`src/rtl/fft_butterfly.sv`:
```
// Radix-2 DIT butterfly: x = (a + b*w)/2, y = (a - b*w)/2, three-stage pipeline
// with per-stage butterfly indexing and a completion pulse on the last output.
module fft_butterfly #(
    parameter int DW = 8,
    parameter int TW = 8,
    parameter int N  = 16
) (
    input  logic                       clk,
    input  logic                       rst,
    input  logic                       i_start,
    input  logic [2:0]                 i_stage,
    input  logic                       i_dv,
    input  logic [2*TW-1:0]            i_twiddle,
    input  logic [2*DW-1:0]            i_a,
    input  logic [2*DW-1:0]            i_b,
    output logic [2*DW-1:0]            o_x,
    output logic [2*DW-1:0]            o_y,
    output logic                       o_dv,
    output logic                       o_we,
    output logic [$clog2(N/2)-1:0]     o_idx,
    output logic [2:0]                 o_stage,
    output logic                       o_done
);
    localparam int IW = $clog2(N/2);
    localparam int PW = DW + TW;
    localparam int SW = PW + 1;
    localparam int AW = DW + 3;
    localparam logic signed [SW-1:0]   RND     = SW'(2 ** (TW - 3));
    localparam logic signed [AW-2:0]   SAT_MAX = (AW-1)'(2 ** (DW - 1) - 1);
    localparam logic signed [AW-2:0]   SAT_MIN = (AW-1)'(-(2 ** (DW - 1)));
    localparam logic [IW-1:0]          LAST_IDX = IW'(N / 2 - 1);

    logic                 s1_v_q, s2_v_q, s3_v_q, dv_q, done_q;
    logic [2*DW-1:0]      s1_a_q, s1_b_q, s2_a_q, s3_a_q, x_q, y_q;
    logic [2*TW-1:0]      s1_w_q;
    logic [IW-1:0]        s1_idx_q, s2_idx_q, s3_idx_q, idx_q, cnt_q, cnt_d, idx_in;
    logic signed [PW-1:0] p_rr_q, p_ii_q, p_ri_q, p_ir_q;
    logic signed [PW-1:0] p_rr_d, p_ii_d, p_ri_d, p_ir_d;
    logic signed [DW+1:0] t_re_q, t_im_q, t_re_d, t_im_d;
    logic [2:0]           stage_q;
    logic [2*DW-1:0]      x_d, y_d;
    logic                 done_d;

    logic signed [DW-1:0] b_re, b_im, a_re, a_im;
    logic signed [TW-1:0] w_re, w_im;
    logic signed [SW-1:0] sum_re, sum_im;
    logic signed [AW-1:0] s_re, s_im, d_re, d_im;

    function automatic logic [DW-1:0] sat(input logic signed [AW-2:0] v);
        if (v > SAT_MAX)      return SAT_MAX[DW-1:0];
        else if (v < SAT_MIN) return SAT_MIN[DW-1:0];
        else                  return v[DW-1:0];
    endfunction

    // An i_start cycle's own operands are index 0; older in-flight data is dropped.
    assign idx_in = i_start ? '0 : cnt_q;
    assign cnt_d  = i_dv ? idx_in + IW'(1) : idx_in;

    assign b_re   = $signed(s1_b_q[2*DW-1:DW]);
    assign b_im   = $signed(s1_b_q[DW-1:0]);
    assign w_re   = $signed(s1_w_q[2*TW-1:TW]);
    assign w_im   = $signed(s1_w_q[TW-1:0]);
    assign p_rr_d = PW'(b_re) * PW'(w_re);
    assign p_ii_d = PW'(b_im) * PW'(w_im);
    assign p_ri_d = PW'(b_re) * PW'(w_im);
    assign p_ir_d = PW'(b_im) * PW'(w_re);

    // Round half up, then the arithmetic shift is just a bit-field select.
    assign sum_re = SW'(p_rr_q) - SW'(p_ii_q) + RND;
    assign sum_im = SW'(p_ri_q) + SW'(p_ir_q) + RND;
    assign t_re_d = sum_re[TW-2 +: DW+2];
    assign t_im_d = sum_im[TW-2 +: DW+2];

    assign a_re   = $signed(s3_a_q[2*DW-1:DW]);
    assign a_im   = $signed(s3_a_q[DW-1:0]);
    assign s_re   = AW'(a_re) + AW'(t_re_q);
    assign s_im   = AW'(a_im) + AW'(t_im_q);
    assign d_re   = AW'(a_re) - AW'(t_re_q);
    assign d_im   = AW'(a_im) - AW'(t_im_q);
    assign x_d    = {sat(s_re[AW-1:1]), sat(s_im[AW-1:1])};
    assign y_d    = {sat(d_re[AW-1:1]), sat(d_im[AW-1:1])};
    assign done_d = s3_v_q && (s3_idx_q == LAST_IDX);

    logic unused_bits;
    assign unused_bits = ^{sum_re[SW-1], sum_re[TW-3:0], sum_im[SW-1], sum_im[TW-3:0],
                           s_re[0], s_im[0], d_re[0], d_im[0]};

    always_ff @(posedge clk or posedge rst) begin
        if (rst) begin
            s1_v_q <= 1'b0; s2_v_q <= 1'b0; s3_v_q <= 1'b0;
            dv_q   <= 1'b0; done_q <= 1'b0;
            s1_a_q <= '0; s1_b_q <= '0; s1_w_q <= '0; s1_idx_q <= '0;
            p_rr_q <= '0; p_ii_q <= '0; p_ri_q <= '0; p_ir_q <= '0;
            s2_a_q <= '0; s2_idx_q <= '0;
            t_re_q <= '0; t_im_q <= '0; s3_a_q <= '0; s3_idx_q <= '0;
            x_q    <= '0; y_q <= '0; idx_q <= '0;
            cnt_q  <= '0; stage_q <= '0;
        end else begin
            cnt_q  <= cnt_d;
            s1_v_q <= i_dv;
            if (i_dv) begin
                s1_a_q   <= i_a;
                s1_b_q   <= i_b;
                s1_w_q   <= i_twiddle;
                s1_idx_q <= idx_in;
            end
            s2_v_q   <= s1_v_q & ~i_start;
            p_rr_q   <= p_rr_d;
            p_ii_q   <= p_ii_d;
            p_ri_q   <= p_ri_d;
            p_ir_q   <= p_ir_d;
            s2_a_q   <= s1_a_q;
            s2_idx_q <= s1_idx_q;
            s3_v_q   <= s2_v_q & ~i_start;
            t_re_q   <= t_re_d;
            t_im_q   <= t_im_d;
            s3_a_q   <= s2_a_q;
            s3_idx_q <= s2_idx_q;
            dv_q     <= s3_v_q & ~i_start;
            done_q   <= done_d & ~i_start;
            if (s3_v_q && !i_start) begin
                x_q   <= x_d;
                y_q   <= y_d;
                idx_q <= s3_idx_q;
            end
            if (i_start) stage_q <= i_stage;
        end
    end

    assign o_x     = x_q;
    assign o_y     = y_q;
    assign o_dv    = dv_q;
    assign o_we    = dv_q;
    assign o_idx   = idx_q;
    assign o_stage = stage_q;
    assign o_done  = done_q;
endmodule
```
`config.mk`:
```
export PLATFORM = sky130hd
export DESIGN_NAME = fft_butterfly
export DESIGN_NICKNAME = d
export VERILOG_FILES = /design/src/rtl/fft_butterfly.sv
export SDC_FILE = /design/constraint.sdc
export NUM_CORES = 1
export LEC_CHECK = 0
export CAP_MARGIN = 15
export CORE_MARGIN = 3
export CORE_UTILIZATION = 30
export DETAILED_ROUTE_END_ITERATION = 16
export GPL_TIMING_DRIVEN = 0
export PLACE_DENSITY_LB_ADDON = 0.12
export SKIP_CTS_REPAIR_TIMING = 1
export SLEW_MARGIN = 15
export SYNTH_ARGS = -nofsm -noshare
export SYNTH_HDL_FRONTEND = slang
export SYNTH_SLANG_ARGS = --single-unit
```
`constraint.sdc`:
```
create_clock -name clk -period 18.2 [get_ports clk]
set_clock_uncertainty 0.15 [all_clocks]
set_input_delay 1.82 -clock clk [delete_from_list [all_inputs] [get_ports clk]]
set_output_delay 1.82 -clock clk [all_outputs]
set_load 0.01 [all_outputs]
```
Yosys cells after proc, flatten, opt, wreduce, memory -nomap -nowiden
Cells that the tools add are included.
- add/sub/neg operators: 9
- multiply operators: 4
- div/mod/pow operators: 0
- magnitude comparators: 8
- equality and inequality tests: 1
- shifts and indexed selects: 0
- multiplexer cells: 10
- bitwise operators: 5
- reductions and logical operators: 3
- operators with widths (cell ; number):
    $mul 8x8->16 ; 4
    $mux 8 ; 8
    $gt 10x8->1 const B ; 4
    $lt 10x8->1 const B ; 4
    $add 16x7->16 const B ; 2
    $add 8x10->11 ; 2
    $sub 8x10->11 ; 2
    $add 16x16->16 ; 1
    $sub 16x16->16 ; 1
    $mux 3 ; 2
    $and 1x1->1 ; 4
    $add 3x1->3 const B ; 1
    $eq 3x3->1 const B ; 1
    $logic_and 1x1->1 ; 2
    $logic_not 1->1 ; 1
    $not 1->1 ; 1
- flip-flop bits (word level): 219
- bits in latches: 0
- bits in writable memories: 0
- memory bits (read-only): 0
- output and inout port bits: 41
- word-level logic and storage cells: 64
- memories: 0

Longest topological paths before layout
- depth after elaboration: 4
- gate-level depth with buffers: 19
- gate-level depth less buffers: 18

Worst setup path after synthesis
Ideal clock, no wire load.
- path type: reg-to-reg
- from: register s1_b_q[3]
- to: register p_ir_q[14]
- setup time: 0.116 ns
- arrival time: 4.481 ns
- slack: 13.454 ns
- cell stages (with the launch flop): 19
- path buffers: 1
- clock period less this slack: 4.746 ns
- cell sequence: dfrtp_1 -> clkbuf_1 -> and2_1 -> fa_1 -> inv_1 -> fa_1 -> inv_1 -> fa_1 -> inv_1 -> fa_1 -> inv_1 -> ha_1 -> o21ai_0 -> a21boi_0 -> o21ai_0 -> a21oi_1 -> o21ai_0 -> or4b_1 -> o311ai_0
- word-level cells in the longest chain between the ends: 1
- RTL lines (what ; line ; source):
    start: declaration ; 34 ; logic [2*DW-1:0] s1_a_q, s1_b_q, s2_a_q, s3_a_q, x_q, y_q;
    start signal: assignment ; 103 ; s1_b_q <= i_b;
    $mul 8x8->16 ; 66 ; assign p_ir_d = PW'(b_im) * PW'(w_re);
    named net p_ir_d[14] ; 38 ; logic signed [PW-1:0] p_rr_d, p_ii_d, p_ri_d, p_ir_d;
    end signal: assignment ; 111 ; p_ir_q <= p_ir_d;
    end: declaration ; 37 ; logic signed [PW-1:0] p_rr_q, p_ii_q, p_ri_q, p_ir_q;
The timed path passes the listed nets, and every way through them passes these cells.
A chain may end at the register's enable or synchronous reset.

Worst setup path in the final report
- from: register s1_b_q[1]
- to: register p_ir_q[14]
Same word-level chain as after synthesis.

==> reports/results.txt <==
Antenna Violating Nets Remaining: 0
synth top area cells: dfrtp_1 27%, fa_1 22%, ha_1 13%, inv_1 7.2%, and2_1 5.5%
Layout Nets: 2620
CTS Sinks: 219
1st-pass router iterations: 4
HP Class: reg -> reg
Synthesized Nets: 2495
Synth cell types: 74
Final Max Slew Viols: 0
Fin. Hold Viols: 0
DPL Wire Length: 38500 um
diode count: 0
CTS Buf Count: 27
Setup crit end kind: register
TritonCTS clock tree: yes
synthesized flop and latch total: 219
setup tns final: 0 ns
Std-Cell Rows: 94
Seq/Total Area, Yosys: 0.272
M3 GR Usage: 0.0202
Remaining DRCs: 0
worst rel slew slack: 0.264
final critical-path share of the clock period: 0.322
overall power: 4.66 mW
Initial Util: 0.305
Critical Path AT: 6.19 ns
Clock Pin Slew Worst Setup and Hold Paths: 0.06 ns
pin count of the biggest net entering global routing: 98
core area: 66100 um^2
power per cell area: 202 nW/um^2
Max Cap Violations: 0
Syn Std Cell Area: 20200 um^2
# IOs: 96
Post-DP Area: 22200 um^2
Vias per Instance: 4.51
antenna violations before repair: 0
Finished Cell Area: 23100 um^2
Clk Latency, worst-skew pair: 0.60 ns
number of synthesized flops with an enable pin: 0
root buffer cell: clkbuf_16
First DRT Iteration DRCs: 574
yosys synthesis warning count: 0
share of cells above drive strength 1: 0.0608
ys flop type: dfrtp_1
Die H: 265 um
static leakage: 11.0 nW
die footprint: 70300 um^2
Peak Freq: 170 MHz
Routed WL per cell: 16.1 um
ys async rst share: 1.00
most frequent cells in the layout: 386 x inv_1, 224 x fa_1, 219 x dfrtp_1
maximum VDD drop: 0.0945 mV
CP required: 18.53 ns
GRT busiest layer: met2
Max clock buf depth: 3
vias in the first global route: 14600
outcome: completed
Critical Path Start Type: register
GR Util met1: 0.206
gr usage total: 0.144
final weighted congestion in routability-driven placement: 0.817
Post-Syn Instances: 2009
chip width: 265 um
via count: 13600
grt ovf: 0
most common cell after layout, fill and taps aside: inv_1
number of H-tree levels: 1
first-pass GRT wire length: 80400 um
mean post-synth cell area: 10.0 um^2
Setup CP Type: reg -> reg
post-synth top area cell: dfrtp_1
Layout area overhead: 14.6%
Synth top area share: 0.272
min Tclk post-route: 5.87 ns
final setup violation count: 0
port bufs: 94
CP max FO: 10
met2 usage: 0.232
fill count: 6763
final WL: 48600 um
RSZ-0062 raised after global routing: false
Worst Max-Slew Pin Slew: 1.10 ns
[cell type report]
cell class	instances	area [um^2]	area share
Clock inverter	14	134	0.00580
Tap cell	864	1080	0.0468
Inverter	387	1460	0.0632
Timing Repair Buffer	96	996	0.0431
Multi-Input combinational cell	1342	13000	0.562
Sequential cell	219	5480	0.237
Clock buffer	35	726	0.0314
Buffer	61	248	0.0107
[sequential cells by signal, indices dropped and copies added, names as in the netlist, 3 cells and up]
name	cells
s1_idx_q	3
p_rr_q	16
s1_w_q	16
o_y	16
s3_idx_q	3
t_im_q	10
s1_b_q	16
o_idx	3
p_ri_q	16
p_ii_q	16
o_x	16
cnt_q	3
s2_a_q	16
s3_a_q	16
o_stage	3
t_re_q	10
s2_idx_q	3
p_ir_q	16
s1_a_q	16
[critical path: stages, from the launching register on]
cell	delay, ns
dfrtp_1	0.65
clkbuf_1	0.60
nand2_1	0.16
fa_1	0.51
fa_1	0.55
inv_1	0.06
fa_1	0.52
inv_1	0.05
fa_1	0.52
inv_1	0.04
ha_1	0.32
o21ai_0	0.13
a21boi_0	0.17
o21ai_0	0.28
a21oi_1	0.15
o21ai_0	0.27
or4b_1	0.46
o311ai_0	0.11
[report_power, final]
part           internal (mW)  switching (mW)  total [mW]
clock                  0.298           0.228       0.526
sequential             0.685          0.0979       0.783
combinational           1.47            1.88        3.35
[routing by layer]
metal | share of wire | vias up | routed length (um)
li1 | - | 6586 | -
met2 | 0.44 | 227 | 21400
met5 | 0.0018 | - | 88
met3 | 0.039 | 57 | 1890
met1 | 0.49 | 6752 | 23900
met4 | 0.026 | 2 | 1260
[Yosys cell counts (3+ instances only)]
cell,instances
inv_1,387
fa_1,224
dfrtp_1,219
ha_1,207
and2_1,178
nand2_1,130
xnor2_1,84
a21oi_1,66
nor2_1,62
mux2_2,60
nor2b_1,51
clkbuf_1,48
nor3_1,32
o21ai_0,29
nand2b_1,20
xor2_1,19
nand3_1,18
a21o_1,15
o21ai_1,15
o21a_1,12
a31oi_1,11
a22oi_1,8
nor4_1,7
a21boi_0,6
buf_2,6
o31ai_1,6
a211o_1,5
a41oi_1,5
buf_1,5
o21bai_1,5
a221oi_1,4
o211ai_1,4
or3_1,4
a211oi_1,3
a311o_1,3
o31a_1,3
or2_2,3
[path summary, 6_finish.rpt]
kind / slack (ns) / startpoint / depth (start not counted) / end
worst max-delay path: 12.33 / s1_b_q[1] / 17 / p_ir_q[14]
max in group asynchronous: 15.58 / rst / 3 / s1_w_q[2]
worst max register to register: 12.33 / s1_b_q[1] / 17 / p_ir_q[14]
min in group asynchronous: 1.50 / rst / 2 / s1_w_q[8]
worst min register to register: 0.20 / s2_a_q[3] / 0 / s3_a_q[3]
worst min-delay path: 0.20 / s2_a_q[3] / 0 / s3_a_q[3]
[stage by stage]
step | hold WS [ns] | worst slack [ns] | util | instances
after global placement | 0.183 | 7.12 | 0.335 | 2967
after detailed placement | 0.186 | 12.30 | 0.336 | 2969
after CTS | 0.199 | 12.26 | 0.349 | 3018
after global routing | 0.202 | 11.89 | 0.349 | 3018
after floorplan | 0.181 | 10.24 | - | 2009
final | 0.196 | 12.33 | 0.349 | 3018
[cell families after synthesis]
group                    Yosys count  share of synthesized area
adder cells (fa/ha/maj)          431                      0.351
flip-flops                       219                      0.272
AO/OA/AOI/OAI                    226                     0.0765
XOR/XNOR                         103                     0.0448
buffers and inverters            448                     0.0844
AND/OR/NAND/NOR                  520                      0.137
multiplexers                      62                     0.0345
Note: power is estimated with default switching activity, not from simulation.
